--- config.mk ---
export PLATFORM = sky130hd
export DESIGN_NAME = fifo_wr_sched_flat
export DESIGN_NICKNAME = d
export VERILOG_FILES = /design/src/rtl/fifo_pkg.sv /design/src/rtl/fifo_wr_sched_if.sv /design/src/rtl/rr_arbiter.sv /design/src/rtl/fifo_wr_sched.sv /design/src/flat_wrapper.sv
export SDC_FILE = /design/constraint.sdc
export NUM_CORES = 1
export LEC_CHECK = 0
export BUFFER_PORTS_ARGS = -buffer_cell sky130_fd_sc_hd__buf_2
export CAP_MARGIN = 20
export CORE_ASPECT_RATIO = 0.6
export CORE_MARGIN = 2
export CORE_UTILIZATION = 43
export DETAILED_ROUTE_END_ITERATION = 10
export PLACE_DENSITY = 0.89
export SKIP_CTS_REPAIR_TIMING = 1
export SLEW_MARGIN = 40
export SYNTH_ARGS = -nofsm -noshare
export SYNTH_HDL_FRONTEND = slang
export SYNTH_SLANG_ARGS = --single-unit
--- constraint.sdc ---
create_clock -name clk_in -period 3.5 [get_ports clk_in]
set_clock_uncertainty 0.1 [all_clocks]
set_input_delay 0.175 -clock clk_in [delete_from_list [all_inputs] [get_ports clk_in]]
set_output_delay 0.175 -clock clk_in [all_outputs]
set_load 0.005 [all_outputs]
--- src/rtl/fifo_pkg.sv ---
// Shared definitions for the asynchronous FIFO: data width, write-side FSM states
// and Gray/binary pointer conversions.
package fifo_pkg;

    localparam int DATA_W    = 32;
    localparam int PTR_MAX_W = 16;

    typedef enum logic {
        RUN   = 1'b0,
        FLUSH = 1'b1
    } wr_state_t;

    // Pointers narrower than PTR_MAX_W are zero-extended on the way in and
    // truncated on the way out; both conversions are width-independent that way.
    function automatic logic [PTR_MAX_W-1:0] bin2gray(input logic [PTR_MAX_W-1:0] b);
        return b ^ (b >> 1);
    endfunction

    function automatic logic [PTR_MAX_W-1:0] gray2bin(input logic [PTR_MAX_W-1:0] g);
        logic [PTR_MAX_W-1:0] b;
        b = g;
        for (int i = 1; i < PTR_MAX_W; i++) begin
            b = b ^ (g >> i);
        end
        return b;
    endfunction

endpackage

--- src/rtl/fifo_wr_sched_if.sv ---
// Requester handshake plus memory write port of the FIFO write-side scheduler.
interface fifo_wr_sched_if
    import fifo_pkg::*;
#(
    parameter int depth = 7,
    parameter int NREQ  = 4
);

    logic [NREQ-1:0]        req;
    logic [DATA_W*NREQ-1:0] req_data;
    logic [NREQ-1:0]        grant;
    logic                   wen;
    logic [depth-1:0]       waddr;
    logic [DATA_W-1:0]      wdata;

    modport master (
        input  req, req_data,
        output grant, wen, waddr, wdata
    );

    modport slave (
        output req, req_data,
        input  grant, wen, waddr, wdata
    );

endinterface

--- src/rtl/rr_arbiter.sv ---
// Round-robin arbiter: picks the first active request at or above prio, wrapping.
module rr_arbiter #(
    parameter int NREQ   = 4,
    parameter int PRIO_W = $clog2(NREQ)
) (
    input  logic [NREQ-1:0]   req,
    input  logic              en,
    input  logic [PRIO_W-1:0] prio,
    output logic [NREQ-1:0]   grant,
    output logic [PRIO_W-1:0] prio_next
);

    int   idx;
    logic found;

    always_comb begin
        grant     = '0;
        prio_next = prio;
        found     = 1'b0;
        idx       = 0;
        if (en) begin
            for (int k = 0; k < NREQ; k++) begin
                idx = (int'(prio) + k) % NREQ;
                if (!found && req[idx]) begin
                    found      = 1'b1;
                    grant[idx] = 1'b1;
                    prio_next  = PRIO_W'((idx + 1) % NREQ);
                end
            end
        end
    end

endmodule

--- src/rtl/fifo_wr_sched.sv ---
// Write-side scheduler: arbitrates requesters onto the FIFO write port, owns the
// write pointer and derives full/almost-full/level; sequences flush.
module fifo_wr_sched
    import fifo_pkg::*;
#(
    parameter int depth     = 7,
    parameter int NREQ      = 4,
    parameter int AF_MARGIN = 4
) (
    input  logic                 clk_in,
    input  logic                 reset,
    input  logic                 flush,
    input  logic [depth:0]       r2wsync_ff2,
    fifo_wr_sched_if.master      bus,
    output logic [depth:0]       wptr,
    output logic                 wfull,
    output logic                 walmost_full,
    output logic [depth:0]       wlevel,
    output logic                 flush_done
);

    localparam int PW     = depth + 1;
    localparam int PRIO_W = $clog2(NREQ);
    localparam logic [depth:0] AF_LEVEL = PW'((1 << depth) - AF_MARGIN);

    wr_state_t         state;
    logic [PRIO_W-1:0] prio;
    logic [PRIO_W-1:0] prio_next;
    logic [depth:0]    wbin;
    logic [depth:0]    wgray;
    logic [depth:0]    rbin;
    logic [depth:0]    used;
    logic [NREQ-1:0]   grant;
    logic              arb_en;
    logic              any_grant;
    logic [DATA_W-1:0] sel_data;

    assign wgray = PW'(bin2gray(PTR_MAX_W'(wbin)));
    assign rbin  = PW'(gray2bin(PTR_MAX_W'(r2wsync_ff2)));
    assign used  = wbin - rbin;

    // Full is compared against the live write count, so a grant in the previous
    // cycle is already accounted for and back-to-back grants cannot overflow.
    assign wfull = (wgray == {~r2wsync_ff2[depth:depth-1], r2wsync_ff2[depth-2:0]});

    assign arb_en = reset && (state == RUN) && !wfull;

    rr_arbiter #(.NREQ(NREQ), .PRIO_W(PRIO_W)) u_arb (
        .req       (bus.req),
        .en        (arb_en),
        .prio      (prio),
        .grant     (grant),
        .prio_next (prio_next)
    );

    assign bus.grant = grant;
    assign any_grant = |grant;

    always_comb begin
        sel_data = '0;
        for (int i = 0; i < NREQ; i++) begin
            if (grant[i]) begin
                sel_data = bus.req_data[DATA_W*i +: DATA_W];
            end
        end
    end

    // wptr trails wbin by one edge so the reader never sees a word before it is
    // in memory; flush exits only once the pipeline and the reader are both empty.
    always_ff @(posedge clk_in or negedge reset) begin
        if (!reset) begin
            state        <= RUN;
            prio         <= '0;
            wbin         <= '0;
            wptr         <= '0;
            bus.wen      <= 1'b0;
            bus.waddr    <= '0;
            bus.wdata    <= '0;
            wlevel       <= '0;
            walmost_full <= 1'b0;
            flush_done   <= 1'b0;
        end else begin
            bus.wen <= any_grant;
            if (any_grant) begin
                bus.waddr <= wbin[depth-1:0];
                bus.wdata <= sel_data;
                wbin      <= wbin + PW'(1);
                prio      <= prio_next;
            end
            wptr         <= wgray;
            wlevel       <= used;
            walmost_full <= (used >= AF_LEVEL);
            flush_done   <= 1'b0;
            case (state)
                RUN: begin
                    if (flush) begin
                        state <= FLUSH;
                    end
                end
                FLUSH: begin
                    if (!bus.wen && (wptr == wgray) && (r2wsync_ff2 == wptr)) begin
                        state      <= RUN;
                        flush_done <= 1'b1;
                    end
                end
                default: state <= RUN;
            endcase
        end
    end

endmodule

--- src/flat_wrapper.sv ---
// flat-port wrapper written by rule: the top's interface ports become plain ports
module fifo_wr_sched_flat import fifo_pkg::*;
#(
    parameter int depth     = 7,
    parameter int NREQ      = 4,
    parameter int AF_MARGIN = 4
)
  (clk_in, reset, flush, r2wsync_ff2, wptr, wfull, walmost_full, wlevel, flush_done, bus_req, bus_req_data, bus_grant, bus_wen, bus_waddr, bus_wdata);
  fifo_wr_sched_if #(.depth(depth), .NREQ(NREQ)) bus_i ();
  input  logic clk_in;
  input  logic reset;
  input  logic flush;
  input  logic [depth:0] r2wsync_ff2;
  output logic [depth:0] wptr;
  output logic wfull;
  output logic walmost_full;
  output logic [depth:0] wlevel;
  output logic flush_done;
  input wire logic [$bits(bus_i.req)-1:0] bus_req;
  input wire logic [$bits(bus_i.req_data)-1:0] bus_req_data;
  output wire logic [$bits(bus_i.grant)-1:0] bus_grant;
  output wire logic [$bits(bus_i.wen)-1:0] bus_wen;
  output wire logic [$bits(bus_i.waddr)-1:0] bus_waddr;
  output wire logic [$bits(bus_i.wdata)-1:0] bus_wdata;
  assign bus_i.req = bus_req;
  assign bus_i.req_data = bus_req_data;
  assign bus_grant = bus_i.grant;
  assign bus_wen = bus_i.wen;
  assign bus_waddr = bus_i.waddr;
  assign bus_wdata = bus_i.wdata;
  fifo_wr_sched #(.depth(depth), .NREQ(NREQ), .AF_MARGIN(AF_MARGIN)) u_core (.clk_in(clk_in), .reset(reset), .flush(flush), .r2wsync_ff2(r2wsync_ff2), .bus(bus_i), .wptr(wptr), .wfull(wfull), .walmost_full(walmost_full), .wlevel(wlevel), .flush_done(flush_done));
endmodule
==> metrics.cfg, run 1 <==
[synthesis]
syn_inst = 453
seq_area_frac_synth_pct = 39.4
ys.flop_type = dfrtp_1
syn_nets = 618
synth-edff-count = 0
synth.distinct_cells = 55
async_flop_share_pct = 100
synth_warnings = 0
syn-cell-area_sq_um = 4390
syn_avg_cell_area_sq_um = 9.68
ys_ff_latch = 69

[detailed_routing]
routed_wl_um = 15100
drtPass1Iterations = 5
drc = 0
vias_per_cell = 5.84
drt-initial-drc-count = 550
antenna_left = 0
num_vias = 4854
routedWlPerCell_um = 18.2

[worst_setup_path]
timing.rr.start = u_core.prio[0]$_DFFE_PN0P_
crit_type = input pin to flop
r2r_end = u_core.wbin[1]$_DFFE_PN0N_
cp_max_fo = 3
start_kind = input pin
required_ns = 3.64
crit_start = r2wsync_ff2[6]
worstSetupEndpointType = flop
worstPathArrival_ns = 3.54
r2r_slack_ns = 0.21
worstSetupEndpoint = u_core.walmost_full$_DFF_PN0_
r2r_cells = 12

[job]
maxCapViolCount = 0

[power]
power.density_nw_per_um2 = 675
vdd_ir_drop_max_uv = 331
leakagePower_uw = 0.00304
finalPower_uw = 4260

[sta]
timing.final.crit_share_pct = 97.2
slew_violations = 0
hold_ws_ns = -0.0259
slew_headroom_pct = 52.1
hold_viol = 11
worst_pin_slew_ns = 0.700
rsz0062_at_grt = true
fin_crit_ns = 3.40
layout_setup_ws_ns = 0.0994
fmax_ghz = 0.294
setup_viol = 0

[layout]
stdcell_area_sq_um = 6310
nNetsFinal = 855
syn_to_final_growth_pct = 44.0
layout_common_cells = buf_2, dfrtp_1, nand2_1
drive_gt1_share_pct = 40.7
mostFrequentLayoutCell = buf_2
layout.cells.non_filler = 831

[outcome]
status = finished, violations left
failed_checks = negative hold slack

[place]
dpl.hpwl_um = 11200
place_area_sq_um = 5740
dp_cells = 793
gp_congestion = 0.924
place_ws_ns = -0.419
io_buffer_count = 205

[cts]
clockBufferDepth = 2
clock-root-buffer = clkbuf_16
cts.sinks = 69
worstSkewPairLatency_ns = 0.32
clkTransAtPathRegs_ns = 0.05
cts_tree = built
cts_buffers = 9
h-tree-depth = 3

[floorplanning]
dieArea_sq_um = 11100
rows = 28
die_y_um = 82.2
start_util_pct = 44.4
die_w_um = 134
coreArea_sq_um = 9880
io_pins = 206

[grt]
track_usage_pct = 25.2
grt_pass1_wl_um = 22000
antenna_found_initial = 0
grt_remaining_overflow = 0
grt_max_degree = 70
grt_pass1_vias = 4429

[min_path]
min_path_type = input pin to flop

## critical path, stage by stage
cell	delay [ns]
buf_2	0.15
xnor2_4	0.21
xor2_2	0.18
xor2_1	0.23
xor2_1	0.27
xor2_1	0.23
xor2_1	0.23
buf_4	0.15
ha_1	0.21
nor2b_1	0.12
o21ai_0	0.18
a21boi_0	0.14
o21ai_0	0.32
a21oi_1	0.14
or3b_2	0.47
o22ai_1	0.13
## where the power goes
part | internal [uW] | leakage, uW | total (uW) | switching [uW]
registers | 1110 | 0.000845 | 1300 | 191
clock network | 620 | 0.000153 | 935 | 316
logic | 1010 | 0.00204 | 2030 | 1020
## metal layers
| layer | vias up | track usage, % | share of wire, % |
|---|---|---|---|
| met5 | - | 0 | 0 |
| met4 | 0 | 8.42 | 2.4 |
| met3 | 40 | 6.29 | 10 |
| met2 | 320 | 39.1 | 46 |
| met1 | 2298 | 34.9 | 41 |
| li1 | 2196 | - | - |
## registers in the layout (all words and copies together), names as in the netlist
name                 count
u_core.wptr              8
u_core.bus.wen           1
u_core.wlevel            8
u_core.wbin              8
u_core.walmost_full      1
u_core.bus.waddr         7
u_core.prio              2
u_core.state             1
u_core.flush_done        1
u_core.bus.wdata        32
## cell families after synthesis
kind of cell    count (synthesis)  synth area share, %
compound gates                141                 22.9
simple gates                  130                 15.9
flops                          69                 39.4
buf+inv                        46                 4.39
xor+xnor                       27                 5.39
fa+ha+maj                      22                 6.45
mux                            18                 5.53
## stage by stage
| stage | util, % | setup TNS (ns) |
|---|---|---|
| 6_report | 63.9 | 0 |
| 5_1_grt | 63.9 | -0.179 |
| 4_1_cts | 61.2 | -0.0639 |
| 3_5_place_dp | 58.1 | -0.684 |
| 3_3_place_gp | 58.1 | -0.133 |
| 2_1_floorplan | - | 0 |
## synth_stat cells (2+ instances only)
cell type	number	area (sq um)
nand3_1	34	170
a32oi_1	6	52.6
a31o_1	2	17.5
a21oi_1	10	50.1
inv_1	14	52.6
buf_6	2	22.5
mux2_1	4	45.0
xnor2_1	7	61.3
nand2b_1	7	43.8
nor2_1	9	33.8
a2111oi_0	2	17.5
mux2i_1	4	40.0
o211ai_1	26	195
a21o_1	2	15.0
o22ai_1	7	43.8
inv_2	2	7.51
mux2_2	6	67.6
dfrtp_1	69	1730
nor3_1	7	35.0
mux4_2	4	90.1
a221oi_1	34	298
and3_1	7	43.8
nor2b_1	7	43.8
or3_1	4	25.0
ha_1	21	263
clkbuf_1	20	75.1
a21boi_0	2	15.0
o21a_1	3	22.5
nand2_1	38	143
and2_1	2	12.5
buf_1	4	15.0
o31ai_1	6	45.0
buf_2	4	20.0
o21ai_0	32	160
and4_1	6	52.6
xor2_1	20	175
## layout make-up
cell class,count,area [sq um]
Clock inverter,5,75.1
Antenna cell,1,2.50
Inverter,16,63.8
Multi-Input combinational cell,338,2560
Timing Repair Buffer,256,1480
Fill cell,795,3560
Sequential cell,69,1730
Tap cell,135,169
Clock buffer,11,233
## how the worst min path moves through the flow
stage	start	to	slack, ns	depth (start not counted)
after floorplan	reset	u_core.bus.waddr[0]$_DFFE_PN0N_	-0.22	0
after CTS	bus_req_data[111]	u_core.bus.wdata[15]$_DFFE_PN0N_	-0.04	3
final	bus_req_data[124]	u_core.bus.wdata[28]$_DFFE_PN0N_	-0.03	3
after global placement	bus_req_data[111]	u_core.bus.wdata[15]$_DFFE_PN0N_	0.30	3
after detailed placement	bus_req_data[111]	u_core.bus.wdata[15]$_DFFE_PN0N_	0.30	3
after global routing	bus_req_data[100]	u_core.bus.wdata[4]$_DFFE_PN0N_	0.0007	3
Power figures use the tool's default switching activity.
==> inputs of run 2 (changes only) <==
--- a/config.mk
+++ b/config.mk
@@ -5,13 +5,13 @@
 export SDC_FILE = /design/constraint.sdc
 export NUM_CORES = 1
 export LEC_CHECK = 0
-export BUFFER_PORTS_ARGS = -buffer_cell sky130_fd_sc_hd__buf_2
 export CAP_MARGIN = 20
 export CORE_ASPECT_RATIO = 0.6
 export CORE_MARGIN = 2
-export CORE_UTILIZATION = 43
+export CORE_UTILIZATION = 58
 export DETAILED_ROUTE_END_ITERATION = 10
-export PLACE_DENSITY = 0.89
+export DONT_BUFFER_PORTS = 1
+export PLACE_DENSITY = 0.86
 export SKIP_CTS_REPAIR_TIMING = 1
 export SLEW_MARGIN = 40
 export SYNTH_ARGS = -nofsm -noshare
==> run 2 against run 1 <==
Effect of this change: the run still ends with negative hold slack left; hold slack improved by 0.021 ns; sequential share of layout area rose by 4.8 points; flip-flop and latch count did not move; first-iteration DRC count fell by 44%; clock-buffer cell count fell by 1; total power fell by 10%; routed wire length fell by 9.7%; cell count fell by 27%; die area fell by 25%; via count fell by 15%; critical path type unchanged; highest routed layer unchanged.
==> metrics.cfg, run 2 (synthesis gave the netlist of run 1 again) <==
[outcome]
status = finished, violations left
failed_checks = negative hold slack

[grt]
grt_pass1_vias = 3885  ; -12%
track_usage_pct = 30.9  ; +5.7 points
antenna_found_initial = 0  ; unchanged
grt_max_degree = 71  ; +1.4%
grt_remaining_overflow = 0  ; unchanged
grt_pass1_wl_um = 19800  ; -10%

[detailed_routing]
drtPass1Iterations = 6  ; +1
drt-initial-drc-count = 309  ; -44%
wl_met3_um = 1220  ; -22%
routedWlPerCell_um = 22.5  ; +24%
routed_wl_um = 13700  ; -9.7%
wl_met1_um = 5640  ; -8.9%
vias_per_cell = 6.80  ; +16%
drc = 0  ; unchanged
antenna_left = 0  ; unchanged
dr.max_layer_used = met4
dr_wl_met2_um = 6540  ; -6.9%
num_vias = 4125  ; -15%

[cts]
worstSkewPairLatency_ns = 0.33  ; about the same
cts.sinks = 69  ; unchanged
clockBufferDepth = 2  ; unchanged
h-tree-depth = 3  ; unchanged
cts_buffers = 9  ; unchanged
cts_tree = built
clkTransAtPathRegs_ns = 0.06  ; about the same
clock-root-buffer = clkbuf_16

[worst_setup_path]
worstSetupEndpointType = flop
path_cells = xnor2_1, xor2_1, xor2_1, xor2_1, xor2_1, xor2_1, xnor2_1, ha_1, fa_1, nor2b_1, o21ai_0, nand2b_1, xor2_1, nand3_1, or3b_2, o22ai_1
crit_top_cell = xor2_1
crit_type = input pin to flop
cp_max_fo = 4  ; +1
r2r_slack_ns = 0.11  ; -0.10 ns
crit_slowest_cell = or3b_2
required_ns = 3.65  ; about the same
r2r_end = u_core.bus.wdata[12]$_DFFE_PN0N_
r2r_cells = 10  ; -2
crit_path_max_incr_delay_ns = 0.44  ; -0.03 ns
worstPathArrival_ns = 3.59  ; +0.05 ns
start_kind = input pin
timing.rr.start = u_core.prio[1]$_DFFE_PN0P_

[sta]
worst_pin_slew_ns = 0.624  ; -0.0764 ns
hold_ws_ns = -0.00449  ; +0.0214 ns
fmax_ghz = 0.291  ; -1.1%
setup_viol = 0  ; unchanged
fin_crit_ns = 3.44  ; +0.0375 ns
hold_viol = 3  ; -8
timing.final.crit_share_pct = 98.2  ; +1.1 points
rsz0062_at_grt = true
slew_headroom_pct = 57.4  ; +5.2 points
slew_violations = 0  ; unchanged

[min_path]
worstHoldEndpoint = u_core.bus.wdata[15]$_DFFE_PN0N_
min_path_type = input pin to flop
hold-path-cell-count = 2  ; -1
worstHoldStart = bus_req_data[79]

[floorplanning]
dieArea_sq_um = 8300  ; -25%
die_w_um = 116  ; -13%
coreArea_sq_um = 7300  ; -26%
start_util_pct = 60.1  ; +16 points
rows = 24  ; -14%
die_y_um = 71.4  ; -13%
io_pins = 206  ; unchanged

[place]
io_buffer_count = 0  ; -100%
gp_congestion = 0.852  ; -7.8%
place_area_sq_um = 4680  ; -18%
dpl.hpwl_um = 9380  ; -16%

[layout]
drive_gt1_share_pct = 14.3  ; -26 points
largest_register_ffs = 32  ; unchanged
layout_common_cells = dfrtp_1, nand2_1, dlygate4sd3_1
top_register = u_core.bus.wdata
postLayoutCoreUtil_pct = 73.6  ; +9.6 points
syn_to_final_growth_pct = 22.4
nNetsFinal = 663  ; -22%
antenna_cells = 0  ; -1
mostFrequentLayoutCell = dfrtp_1
stdcell_area_sq_um = 5370  ; -15%

[power]
p_sw_share_pct = 37.8  ; +2.0 points
leakagePower_uw = 0.00224  ; -26%
p_seq_share_pct = 36.4  ; +5.9 points
power.density_nw_per_um2 = 711  ; +5.4%
internal_power_uw = 2370  ; -13%
vdd_ir_drop_max_uv = 486  ; +47%
p_sw_uw = 1440  ; -5.4%
pwr-share-clk_pct = 21.7  ; -0.2 points
comb_power_share_pct = 41.9  ; -5.7 points

[job]
maxCapViolCount = 0  ; unchanged

[run 2: worst max path at each step]
| stage | from | to | slack [ns] |
|---|---|---|---|
| 2_1_floorplan | u_core.prio[0]$_DFFE_PN0P_ | u_core.bus.waddr[3]$_DFFE_PN0N_ | 0.002 |
| 3_3_place_gp | r2wsync_ff2[6] | u_core.walmost_full$_DFF_PN0_ | 0.006 |
| 3_5_place_dp | r2wsync_ff2[6] | u_core.walmost_full$_DFF_PN0_ | -0.31 |
| 4_1_cts | r2wsync_ff2[6] | u_core.walmost_full$_DFF_PN0_ | 0.02 |
| 5_1_grt | r2wsync_ff2[6] | u_core.walmost_full$_DFF_PN0_ | -0.15 |
| 6_report | r2wsync_ff2[6] | u_core.walmost_full$_DFF_PN0_ | 0.06 |
[run 2: area by class of cell]
class | count | area, sq um
multi-input combinational | 338 | 2540
fill | 536 | 1930
sequential | 69 | 1730
timing repair buffer | 64 | 626
clock buffer | 10 | 239
tap | 104 | 130
inverter | 16 | 63.8
clock inverter | 6 | 38.8
[run 2: stage by stage]
stage	hold WS (ns)	worst slack, ns	cells	power, uW	TNS, ns
floorplan	-0.221	0.00181	453	2440	0
global route	0.00327	-0.154	607	4060	-0.199
CTS	-0.569	0.0217	571	3680	0
finish	-0.00449	0.0619	607	3820	0
detailed placement	-0.219	-0.311	555	2830	-0.387
global placement	-0.218	0.00642	555	2750	0
[run 2: worst max-delay path: cells and delay by family]
kind | cells | cell delay, ns
AO/OA/AOI/OAI | 2 | 0.19
adder cells (fa/ha/maj) | 2 | 0.65
XOR/XNOR | 8 | 1.83
AND/OR/NAND/NOR | 4 | 0.74
[run 2: routing by layer]
metal  GRT usage, %  vias to the layer above
li1               -                     1816
met1           42.0                     2027
met2           49.7                      254
met3           8.12                       28
met4           8.20                        0
met5              0                        -
[run 2: power groups by stage]
| stage | combinational (uW) | sequential, uW | clock, uW |
|---|---|---|---|
| after floorplan | 1120 | 1320 | 0 |
| after global placement | 1370 | 1380 | 0 |
| after detailed placement | 1430 | 1400 | 0 |
| after CTS | 1460 | 1390 | 839 |
| after global routing | 1760 | 1420 | 884 |
| final | 1600 | 1390 | 828 |
==> inputs of run 3 (changes only) <==
--- a/config.mk
+++ b/config.mk
@@ -8,10 +8,10 @@
 export CAP_MARGIN = 20
 export CORE_ASPECT_RATIO = 0.6
 export CORE_MARGIN = 2
-export CORE_UTILIZATION = 58
+export CORE_UTILIZATION = 64
 export DETAILED_ROUTE_END_ITERATION = 10
 export DONT_BUFFER_PORTS = 1
-export PLACE_DENSITY = 0.86
+export PLACE_DENSITY = 0.9
 export SKIP_CTS_REPAIR_TIMING = 1
 export SLEW_MARGIN = 40
 export SYNTH_ARGS = -nofsm -noshare
==> constraint.sdc (replaced) <==
create_clock -name clk_in -period 3.55 [get_ports clk_in]
set_clock_uncertainty 0.1 [all_clocks]
set_input_delay 0.1775 -clock clk_in [delete_from_list [all_inputs] [get_ports clk_in]]
set_output_delay 0.1775 -clock clk_in [all_outputs]
set_load 0.005 [all_outputs]
==> run 3 against run 2 <==
Effect of this change: global-route usage is 0.89 points higher; total power is 0.97% lower; critical path depth is 6 lower; via count is 2.0% higher; flip-flop and latch count unchanged; cell area fell by 0.61%; cell count decreased by 2.5%; clock-buffer cell count is 1 lower; combinational power is 4% lower; hold slack worse by 0.0037 ns; the run still ends with negative hold slack left; utilization increased by 6.7 points.
==> metrics.cfg, run 3 (synthesis gave the netlist of run 1 again) <==
[cts]
cts_buffers = 9  ; unchanged
clkTransAtPathRegs_ns = 0.06  ; about the same
cts_tree = built
cts.sinks = 69  ; unchanged
clockBufferDepth = 2  ; unchanged
worstSkewPairLatency_ns = 0.33  ; about the same
clock-root-buffer = clkbuf_16
h-tree-depth = 3  ; unchanged

[layout]
largest_register_ffs = 32  ; unchanged
layout_common_cells = dfrtp_1, nand2_1, dlygate4sd3_1
nNetsFinal = 666  ; +0.45%
syn_to_final_growth_pct = 21.6
multi_input_area_sq_um = 2520  ; -0.84%
drive_gt1_share_pct = 14.3  ; -0.057 points
mostFrequentLayoutCell = dfrtp_1
antenna_cells = 0  ; unchanged
top_register = u_core.bus.wdata
postLayoutCoreUtil_pct = 80.3  ; +6.7 points
fillCellCount = 405  ; -24%
regArea_sq_um = 1730  ; unchanged

[worst_setup_path]
crit_top_cell = and2_1
cp_max_fo = 27  ; +23
crit_slowest_cell = a221oi_1
timing.rr.start = u_core.prio[0]$_DFFE_PN0P_
worstPathArrival_ns = 3.46  ; -0.13 ns
crit_start = u_core.prio[0]$_DFFE_PN0P_
crit_type = flop to flop
critPathBufInv = 2  ; +2
required_ns = 3.63  ; -0.02 ns
start_kind = flop
crit_path_max_incr_delay_ns = 0.43  ; about the same
path_cells = clkinvlp_4, ha_4, mux2_2, and2_1, a221o_1, a22o_1, and2_1, buf_4, a221oi_1, o211ai_1
cp_top_family = compound AO/OA/AOI/OAI gates
worstSetupEndpointType = flop

[place]
place_ws_ns = -0.264  ; +0.0473 ns
gp_congestion = 0.926  ; +8.7%
io_buffer_count = 0  ; unchanged
dpl.hpwl_um = 9120  ; -2.8%

[sta]
timing.final.crit_share_pct = 95.4
fmax_ghz = 0.295
slew_headroom_pct = 52.7  ; -4.7 points
worst_pin_slew_ns = 0.692  ; +0.0680 ns
setup_viol = 0  ; unchanged
fin_crit_ns = 3.39
layout_setup_ws_ns = 0.165  ; +0.103 ns
slew_violations = 0  ; unchanged
hold_viol = 1  ; -2
hold_ws_ns = -0.00816  ; -0.00367 ns
rsz0062_at_grt = true
fin_tns_setup_ns = 0  ; unchanged

[detailed_routing]
vias_per_cell = 7.11  ; +4.6%
num_vias = 4208  ; +2.0%
drc = 0  ; unchanged
drtPass1Iterations = 6  ; unchanged
routed_wl_um = 13500  ; -1.0%
drt-initial-drc-count = 342  ; +11%
antenna_left = 0  ; unchanged
routedWlPerCell_um = 22.8  ; +1.5%

[power]
p_sw_share_pct = 37.3  ; -0.52 points
finalPower_uw = 3780  ; -0.97%
leakagePower_uw = 0.00225  ; +0.49%
comb_power_share_pct = 40.6  ; -1.3 points
p_seq_share_pct = 36.4  ; about the same
power.density_nw_per_um2 = 709  ; -0.37%
pwr-share-clk_pct = 22.9  ; +1.2 points
p_sw_uw = 1410  ; -2.3%
internal_power_uw = 2370  ; -0.15%
vdd_ir_drop_max_uv = 452  ; -7.0%

[grt]
grt_pass1_wl_um = 18600  ; -6.2%
track_usage_pct = 31.8  ; +0.89 points
antenna_found_initial = 0  ; unchanged
grt_pass1_vias = 3532  ; -9.1%
grt_remaining_overflow = 0  ; unchanged
grt_max_degree = 71  ; unchanged

[outcome]
failed_checks = negative hold slack
status = finished, violations left

[floorplanning]
die_w_um = 111  ; -4.6%
rows = 23  ; -4.2%
dieArea_sq_um = 7550  ; -9.0%
io_pins = 206  ; unchanged
coreArea_sq_um = 6650  ; -8.9%
start_util_pct = 66.0  ; +5.9 points
die_y_um = 68.1  ; -4.5%

[min_path]
worstHoldStart = r2wsync_ff2[6]
min_path_type = input pin to flop

[job]
maxCapViolCount = 0  ; unchanged

## run 3: layout make-up
| cell class | instances | share of cell area [%] |
|---|---|---|
| Inverter | 16 | 1.20 |
| Clock inverter | 6 | 1.22 |
| Multi-Input combinational cell | 338 | 47.3 |
| Tap cell | 87 | 2.04 |
| Timing Repair Buffer | 67 | 11.7 |
| Clock buffer | 9 | 4.22 |
| Sequential cell | 69 | 32.4 |
## run 3: through the flow
stage	cell area (sq um)	std cells
finish	5340	592
global route	5340	592
CTS	4890	551
detailed placement	4600	536
global placement	4600	535
floorplan	4420	453
## run 3: worst register-to-register path, stage by stage (launching register included)
cell and delay, ns:
dfrtp_1 0.39, clkinvlp_4 0.13, ha_4 0.31, mux2_2 0.37, and2_1 0.19, a221o_1 0.37, a22o_1 0.27, and2_1 0.23
buf_4 0.25, a221oi_1 0.44, o211ai_1 0.19
## run 3: worst paths after layout
kind,to,slack [ns],cells after the start
max,u_core.bus.wdata[25]$_DFFE_PN0N_,0.16,10
min,u_core.flush_done$_DFF_PN0_,-0.008,2
max reg2reg,u_core.bus.wdata[25]$_DFFE_PN0N_,0.16,10
min reg2reg,u_core.bus.waddr[4]$_DFFE_PN0N_,0.44,1
max in group asynchronous,u_core.bus.wdata[1]$_DFFE_PN0N_,2.74,2
min in group asynchronous,u_core.bus.waddr[6]$_DFFE_PN0N_,0.33,2
## run 3: power groups by stage
| stage | logic, uW | clock network, uW | registers [uW] |
|---|---|---|---|
| global placement | 1350 | 0 | 1370 |
| detailed placement | 1410 | 0 | 1380 |
| global route | 1700 | 914 | 1400 |
| finish | 1540 | 868 | 1380 |
| CTS | 1430 | 878 | 1370 |
| floorplan | 1090 | 0 | 1300 |
## run 3: layer usage
layer  track usage (%)  vias to the layer above  wire [um]
li1                  -                     1823          -
met1              43.5                     1987       5190
met2              49.2                      335       6400
met3              8.41                       63       1430
met4              12.8                        0        507
met5                 0                        -          0
